--- config.mk ---
export PLATFORM = sky130hd
export DESIGN_NAME = mtsp_sf_wb_queue_flat
export DESIGN_NICKNAME = d
export VERILOG_FILES = /design/src/rtl/mtsp_sf_wb_queue_if.sv /design/src/rtl/mtsp_sf_wb_queue.sv /design/src/flat_wrapper.sv
export SDC_FILE = /design/constraint.sdc
export NUM_CORES = 1
export LEC_CHECK = 0
export ABC_AREA = 1
export BUFFER_PORTS_ARGS = -buffer_cell sky130_fd_sc_hd__buf_2
export CAP_MARGIN = 30
export CORE_MARGIN = 2
export CORE_UTILIZATION = 35
export DETAILED_ROUTE_END_ITERATION = 10
export PLACE_DENSITY = 0.63
export SKIP_CTS_REPAIR_TIMING = 1
export SYNTH_ARGS = -nofsm -noshare
export SYNTH_HDL_FRONTEND = slang
export SYNTH_SLANG_ARGS = --single-unit
--- constraint.sdc ---
create_clock -name CLK -period 2.67 [get_ports CLK]
set_clock_uncertainty 0.05 [all_clocks]
set_input_delay 0.267 -clock CLK [delete_from_list [all_inputs] [get_ports CLK]]
set_output_delay 0.267 -clock CLK [all_outputs]
set_load 0.05 [all_outputs]
--- src/rtl/mtsp_sf_wb_queue_if.sv ---
// SF writeback queue bus: SF result strobe/data in, two per-phase register-file
// write ports out, plus stall and sticky error flags.
interface mtsp_sf_wb_queue_if #(
  parameter int DATA_W = 32
);
  logic [1:0]        SF_PHASE_EN;
  logic [DATA_W-1:0] SF_DOUT;
  logic              WB0_VALID;
  logic              WB0_READY;
  logic [DATA_W-1:0] WB0_DATA;
  logic              WB1_VALID;
  logic              WB1_READY;
  logic [DATA_W-1:0] WB1_DATA;
  logic [1:0]        STALL;
  logic [1:0]        OVERFLOW;
  logic              DUAL_ERR;

  modport master (
    output SF_PHASE_EN, SF_DOUT, WB0_READY, WB1_READY,
    input  WB0_VALID, WB0_DATA, WB1_VALID, WB1_DATA, STALL, OVERFLOW, DUAL_ERR
  );

  modport slave (
    input  SF_PHASE_EN, SF_DOUT, WB0_READY, WB1_READY,
    output WB0_VALID, WB0_DATA, WB1_VALID, WB1_DATA, STALL, OVERFLOW, DUAL_ERR
  );
endinterface

--- src/rtl/mtsp_sf_wb_queue.sv ---
// Per-phase writeback FIFOs for SF EXP results with early issue stall.
// Optional MTSP_SF_WB_BYPASS_EN: empty-queue results reach the write port in the same cycle.
module mtsp_sf_wb_queue #(
  parameter int DEPTH      = 4,
  parameter int DATA_W     = 32,
  parameter int PIPE_SLACK = 3
) (
  input  logic                 CLK,
  input  logic                 RST,
  mtsp_sf_wb_queue_if.slave    bus
);
  localparam int PW = (DEPTH > 1) ? $clog2(DEPTH) : 1;
  localparam int CW = $clog2(DEPTH + 1);
  localparam logic [CW-1:0] DEPTH_C  = CW'(DEPTH);
  localparam logic [CW-1:0] STALL_TH = CW'(DEPTH - PIPE_SLACK + 1);

  logic [1:0]        ready;
  logic [1:0]        valid;
  logic [1:0]        stall;
  logic [1:0]        overflow;
  logic [DATA_W-1:0] data [2];
  logic              dual_err;

  assign ready = {bus.WB1_READY, bus.WB0_READY};

  for (genvar g = 0; g < 2; g++) begin : g_phase
    logic [DATA_W-1:0] mem [DEPTH];
    logic [PW-1:0]     head;
    logic [PW-1:0]     tail;
    logic [CW-1:0]     count;
    logic              q_valid;
    logic              full;
    logic              pop;
    logic              push;
    logic              bypass_take;
    logic              ovf;

    assign q_valid = (count != '0);
    assign full    = (count == DEPTH_C);
    assign pop     = q_valid & ready[g];

`ifdef MTSP_SF_WB_BYPASS_EN
    // Empty queue: the incoming word is presented directly and, if accepted, never stored.
    assign bypass_take = ~q_valid & bus.SF_PHASE_EN[g] & ready[g];
    assign valid[g]    = q_valid | bus.SF_PHASE_EN[g];
    assign data[g]     = q_valid ? mem[head] :
                         (bus.SF_PHASE_EN[g] ? bus.SF_DOUT : '0);
`else
    assign bypass_take = 1'b0;
    assign valid[g]    = q_valid;
    assign data[g]     = q_valid ? mem[head] : '0;
`endif

    // A full queue still takes a word when its head leaves in the same cycle.
    assign push = bus.SF_PHASE_EN[g] & (~full | pop) & ~bypass_take;

    always_ff @(posedge CLK) begin
      if (push) mem[tail] <= bus.SF_DOUT;
    end

    always_ff @(posedge CLK) begin
      if (RST) begin
        head  <= '0;
        tail  <= '0;
        count <= '0;
        ovf   <= 1'b0;
      end else begin
        if (push) tail <= tail + 1'b1;
        if (pop)  head <= head + 1'b1;
        count <= count + CW'(push) - CW'(pop);
        if (bus.SF_PHASE_EN[g] & full & ~pop) ovf <= 1'b1;
      end
    end

    assign stall[g]    = (count >= STALL_TH);
    assign overflow[g] = ovf;
  end

  always_ff @(posedge CLK) begin
    if (RST)                          dual_err <= 1'b0;
    else if (&bus.SF_PHASE_EN)        dual_err <= 1'b1;
  end

  assign bus.WB0_VALID = valid[0];
  assign bus.WB0_DATA  = data[0];
  assign bus.WB1_VALID = valid[1];
  assign bus.WB1_DATA  = data[1];
  assign bus.STALL     = stall;
  assign bus.OVERFLOW  = overflow;
  assign bus.DUAL_ERR  = dual_err;
endmodule

--- src/flat_wrapper.sv ---
// flat-port wrapper written by rule: the top's interface ports become plain ports
module mtsp_sf_wb_queue_flat 
#(
  parameter int DEPTH      = 4,
  parameter int DATA_W     = 32,
  parameter int PIPE_SLACK = 3
)
  (CLK, RST, bus_SF_PHASE_EN, bus_SF_DOUT, bus_WB0_READY, bus_WB1_READY, bus_WB0_VALID, bus_WB0_DATA, bus_WB1_VALID, bus_WB1_DATA, bus_STALL, bus_OVERFLOW, bus_DUAL_ERR);
  mtsp_sf_wb_queue_if #(.DATA_W(DATA_W)) bus_i ();
  input  logic CLK;
  input  logic RST;
  input wire logic [$bits(bus_i.SF_PHASE_EN)-1:0] bus_SF_PHASE_EN;
  input wire logic [$bits(bus_i.SF_DOUT)-1:0] bus_SF_DOUT;
  input wire logic [$bits(bus_i.WB0_READY)-1:0] bus_WB0_READY;
  input wire logic [$bits(bus_i.WB1_READY)-1:0] bus_WB1_READY;
  output wire logic [$bits(bus_i.WB0_VALID)-1:0] bus_WB0_VALID;
  output wire logic [$bits(bus_i.WB0_DATA)-1:0] bus_WB0_DATA;
  output wire logic [$bits(bus_i.WB1_VALID)-1:0] bus_WB1_VALID;
  output wire logic [$bits(bus_i.WB1_DATA)-1:0] bus_WB1_DATA;
  output wire logic [$bits(bus_i.STALL)-1:0] bus_STALL;
  output wire logic [$bits(bus_i.OVERFLOW)-1:0] bus_OVERFLOW;
  output wire logic [$bits(bus_i.DUAL_ERR)-1:0] bus_DUAL_ERR;
  assign bus_i.SF_PHASE_EN = bus_SF_PHASE_EN;
  assign bus_i.SF_DOUT = bus_SF_DOUT;
  assign bus_i.WB0_READY = bus_WB0_READY;
  assign bus_i.WB1_READY = bus_WB1_READY;
  assign bus_WB0_VALID = bus_i.WB0_VALID;
  assign bus_WB0_DATA = bus_i.WB0_DATA;
  assign bus_WB1_VALID = bus_i.WB1_VALID;
  assign bus_WB1_DATA = bus_i.WB1_DATA;
  assign bus_STALL = bus_i.STALL;
  assign bus_OVERFLOW = bus_i.OVERFLOW;
  assign bus_DUAL_ERR = bus_i.DUAL_ERR;
  mtsp_sf_wb_queue #(.DEPTH(DEPTH), .DATA_W(DATA_W), .PIPE_SLACK(PIPE_SLACK)) u_core (.CLK(CLK), .RST(RST), .bus(bus_i));
endmodule
==> impl_metrics.env <==
export IMPL_status="finished, violations left"
export IMPL_violations="negative hold slack"
export IMPL_fin_crit_sh=0.9648
export IMPL_required_ps=2350
export IMPL_diodes=0
export IMPL_cts_sinks=277
export IMPL_finalSetupTns_ps=0
export IMPL_vdd_drop_max_uv=680.2
export IMPL_drv_cap=0
export IMPL_start_kind="flop"
export IMPL_slew_headroom=0.5496
export IMPL_cts_tree="yes"
export IMPL_maxSlewViolCount=0
export IMPL_netlist_instances=904
export IMPL_via_per_inst=4.823
export IMPL_cp_buffers_inverters=2
export IMPL_crit_type="reg -> out"
export IMPL_power_leakage_uw=0.004856
export IMPL_synth_nets=956
export IMPL_antenna_found_initial=0
export IMPL_slowest_stage="dfxtp_4"
export IMPL_cts_inserted_buffers=28
export IMPL_place_congestion=0.7410
export IMPL_root_buffer="clkbuf_16"
export IMPL_die_area_um2=33010
export IMPL_drc=0
export IMPL_layout_area_overhead_vs_synth_pct=20.99
export IMPL_fin_nets=1101
export IMPL_setup_viol=0
export IMPL_yosysTopAreaCellShare=0.6957
export IMPL_die_x_um=181.7
export IMPL_worst_slew_pin_slew_ps=674.8
export IMPL_dr_pass1_iters=4
export IMPL_rsz0062_at_grt="true"
export IMPL_place_ws_ps=488.2
export IMPL_drive_above_1_share=0.1879
export IMPL_post_route_util=0.4270
export IMPL_ys_seq_elements=277
export IMPL_grt_pass1_wl_um=40050
export IMPL_worstPathArrival_ps=2260
export IMPL_finalHoldViolCount=4
export IMPL_core_area_um2=31310
export IMPL_clk_latency_ps=540
export IMPL_end_kind="output port"
export IMPL_synth_area_per_cell_um2=12.22
export IMPL_port_buffer_count=108
export IMPL_dr_total_vias=7100
export IMPL_rows=65
export IMPL_dp_hpwl_um=16540
export IMPL_ys_seq_area_frac=0.7337
export IMPL_grt_usage=0.1575
export IMPL_path_cells="buf_4, nor2_1, nor2_1, o21ai_1, a21oi_1, buf_2"
export IMPL_setup_slack_ps=94.08
export IMPL_drtAntennaViolNets=0
export IMPL_grt_pass1_vias=6943
export IMPL_cts_buffer_depth=3
export IMPL_post_route_min_period_ps=2576
export IMPL_slowest_delay_ps=480
export IMPL_clk_pin_slew_ps=60
export IMPL_critical_path_top_delay_family="buffers and inverters"
export IMPL_fillers=2881
export IMPL_detail_route_iter0_violations=547
export IMPL_critPathMaxFanout=22
export IMPL_grt_overflow=0
export IMPL_fmax_ghz=0.3882
export IMPL_hold_path_class="in -> reg"
export IMPL_synth_warnings=0
export IMPL_initial_core_util=0.3529
export IMPL_routedWlPerCell_um=17.71
export IMPL_wirelength_um=26080
export IMPL_die_height_um=181.7
export IMPL_syn_area_um2=11050
export IMPL_p_per_area_nw_per_um2=1087
export IMPL_fin_hold_ws_ps=-4.803
export IMPL_yosysUniqueCellTypes=21
export IMPL_synth_top_area_cell="edfxtp_1"
export IMPL_synthTopCellsByArea="edfxtp_1 70%, nor2_1 9.5%, dfxtp_1 3.8%"
export IMPL_htree_levels=1
export IMPL_grt_max_degree=33
export IMPL_cp_common_cell="nor2_1"
export IMPL_io_pins=109
routing by layer:
layer / share of wire / global-route usage / vias up
met2: 0.47 / 0.2615 / 185
li1: - / - / 3437
met4: 0.023 / 0.04618 / 0
met1: 0.46 / 0.2127 / 3434
met3: 0.050 / 0.02728 / 44
met5: 0 / 0 / -
path summary, 6_finish.rpt:
| kind | start | to | slack, ps | cells after the start |
|---|---|---|---|---|
| setup reg to reg | u_core.g_phase[1].count[0] | u_core.g_phase[1].count[2] | 580 | 8 |
| setup / recovery | flop | bus_WB1_DATA[9] | 90 | 6 |
| hold / removal | bus_SF_DOUT[20] | u_core.g_phase[1].mem[3][20] | -5 | 1 |
| hold reg to reg | u_core.g_phase[1].ovf | u_core.g_phase[1].ovf | 400 | 2 |
worst reg2reg max path, stage by stage, from the launching register on:
cell and delay (ps):
dfxtp_1 320, nor2_1 180, nand3_1 200, nand2_1 370, inv_1 90, ha_1 200
fa_1 370, xor2_1 160, nor2_1 50
power by group:
part           switching [uW]  internal [uW]
clock network            1590           2240
registers                 151           5130
logic                    4110           1320
cell type report:
cell class,count,area [um2],share of cell area
well taps,402,503.0,0.03762
clock inverters,14,140.1,0.01048
repair buffers,164,1159,0.08666
flip-flops and latches,277,8115,0.6070
inverters,41,157.7,0.01179
multi-input cells,537,2521,0.1886
clock buffers,37,774.5,0.05793
synthesized netlist by cell type:
| cell type | number |
|---|---|
| nand3_1 | 10 |
| buf_2 | 13 |
| fa_1 | 2 |
| nor2_1 | 281 |
| xnor2_1 | 2 |
| inv_1 | 39 |
| nand2_1 | 19 |
| xor2_1 | 1 |
| nand2_2 | 2 |
| clkbuf_1 | 17 |
| a21oi_1 | 75 |
| buf_4 | 2 |
| o21ai_0 | 52 |
| ha_1 | 12 |
| nand4_1 | 2 |
| o31ai_1 | 2 |
| edfxtp_1 | 256 |
| dfxtp_1 | 21 |
| o21ai_1 | 77 |
| buf_6 | 17 |
| inv_2 | 2 |
cells by family (layout without fill, tap and decap cells):
family / after synthesis / count (layout) / synth area share
compound gates: 206 / 206 / 0.09375
xor+xnor: 3 / 3 / 0.002378
fa+ha+maj: 14 / 14 / 0.01721
buf+inv: 90 / 256 / 0.04427
flops: 277 / 277 / 0.7337
simple gates: 314 / 314 / 0.1087
state kept, by name (all words and copies together), names as in the netlist, named ones only:
register / count
u_core.bus.DUAL_ERR: 1
u_core.g_phase.count: 6
u_core.g_phase.head: 4
u_core.g_phase.mem: 256
u_core.g_phase.ovf: 2
u_core.g_phase.tail: 4
cells in the final DEF (no fill, tap or decap), types with 3 or more instances in the layout:
cell / count
buf_2: 101
inv_1: 38
nand2_1: 19
edfxtp_1: 256
o21ai_1: 77
clkbuf_1: 5
nor2_1: 273
dfxtp_2: 3
clkbuf_8: 4
o21ai_0: 52
clkbuf_4: 3
nor2_4: 8
a21oi_1: 73
buf_4: 25
ha_1: 12
dlygate4sd3_1: 24
buf_12: 9
clkinv_1: 4
nand3_1: 10
clkinv_2: 3
clkbuf_16: 28
dfxtp_1: 17
per-stage QoR:
stage	cells	area [um2]	power, uW
detailed placement	1396	12180	10760
finish	1472	13370	14530
CTS	1447	13090	14600
floorplan	904	11050	9257
global route	1472	13370	15220
global placement	1396	12180	10720
(Power assumes the default switching activity.)
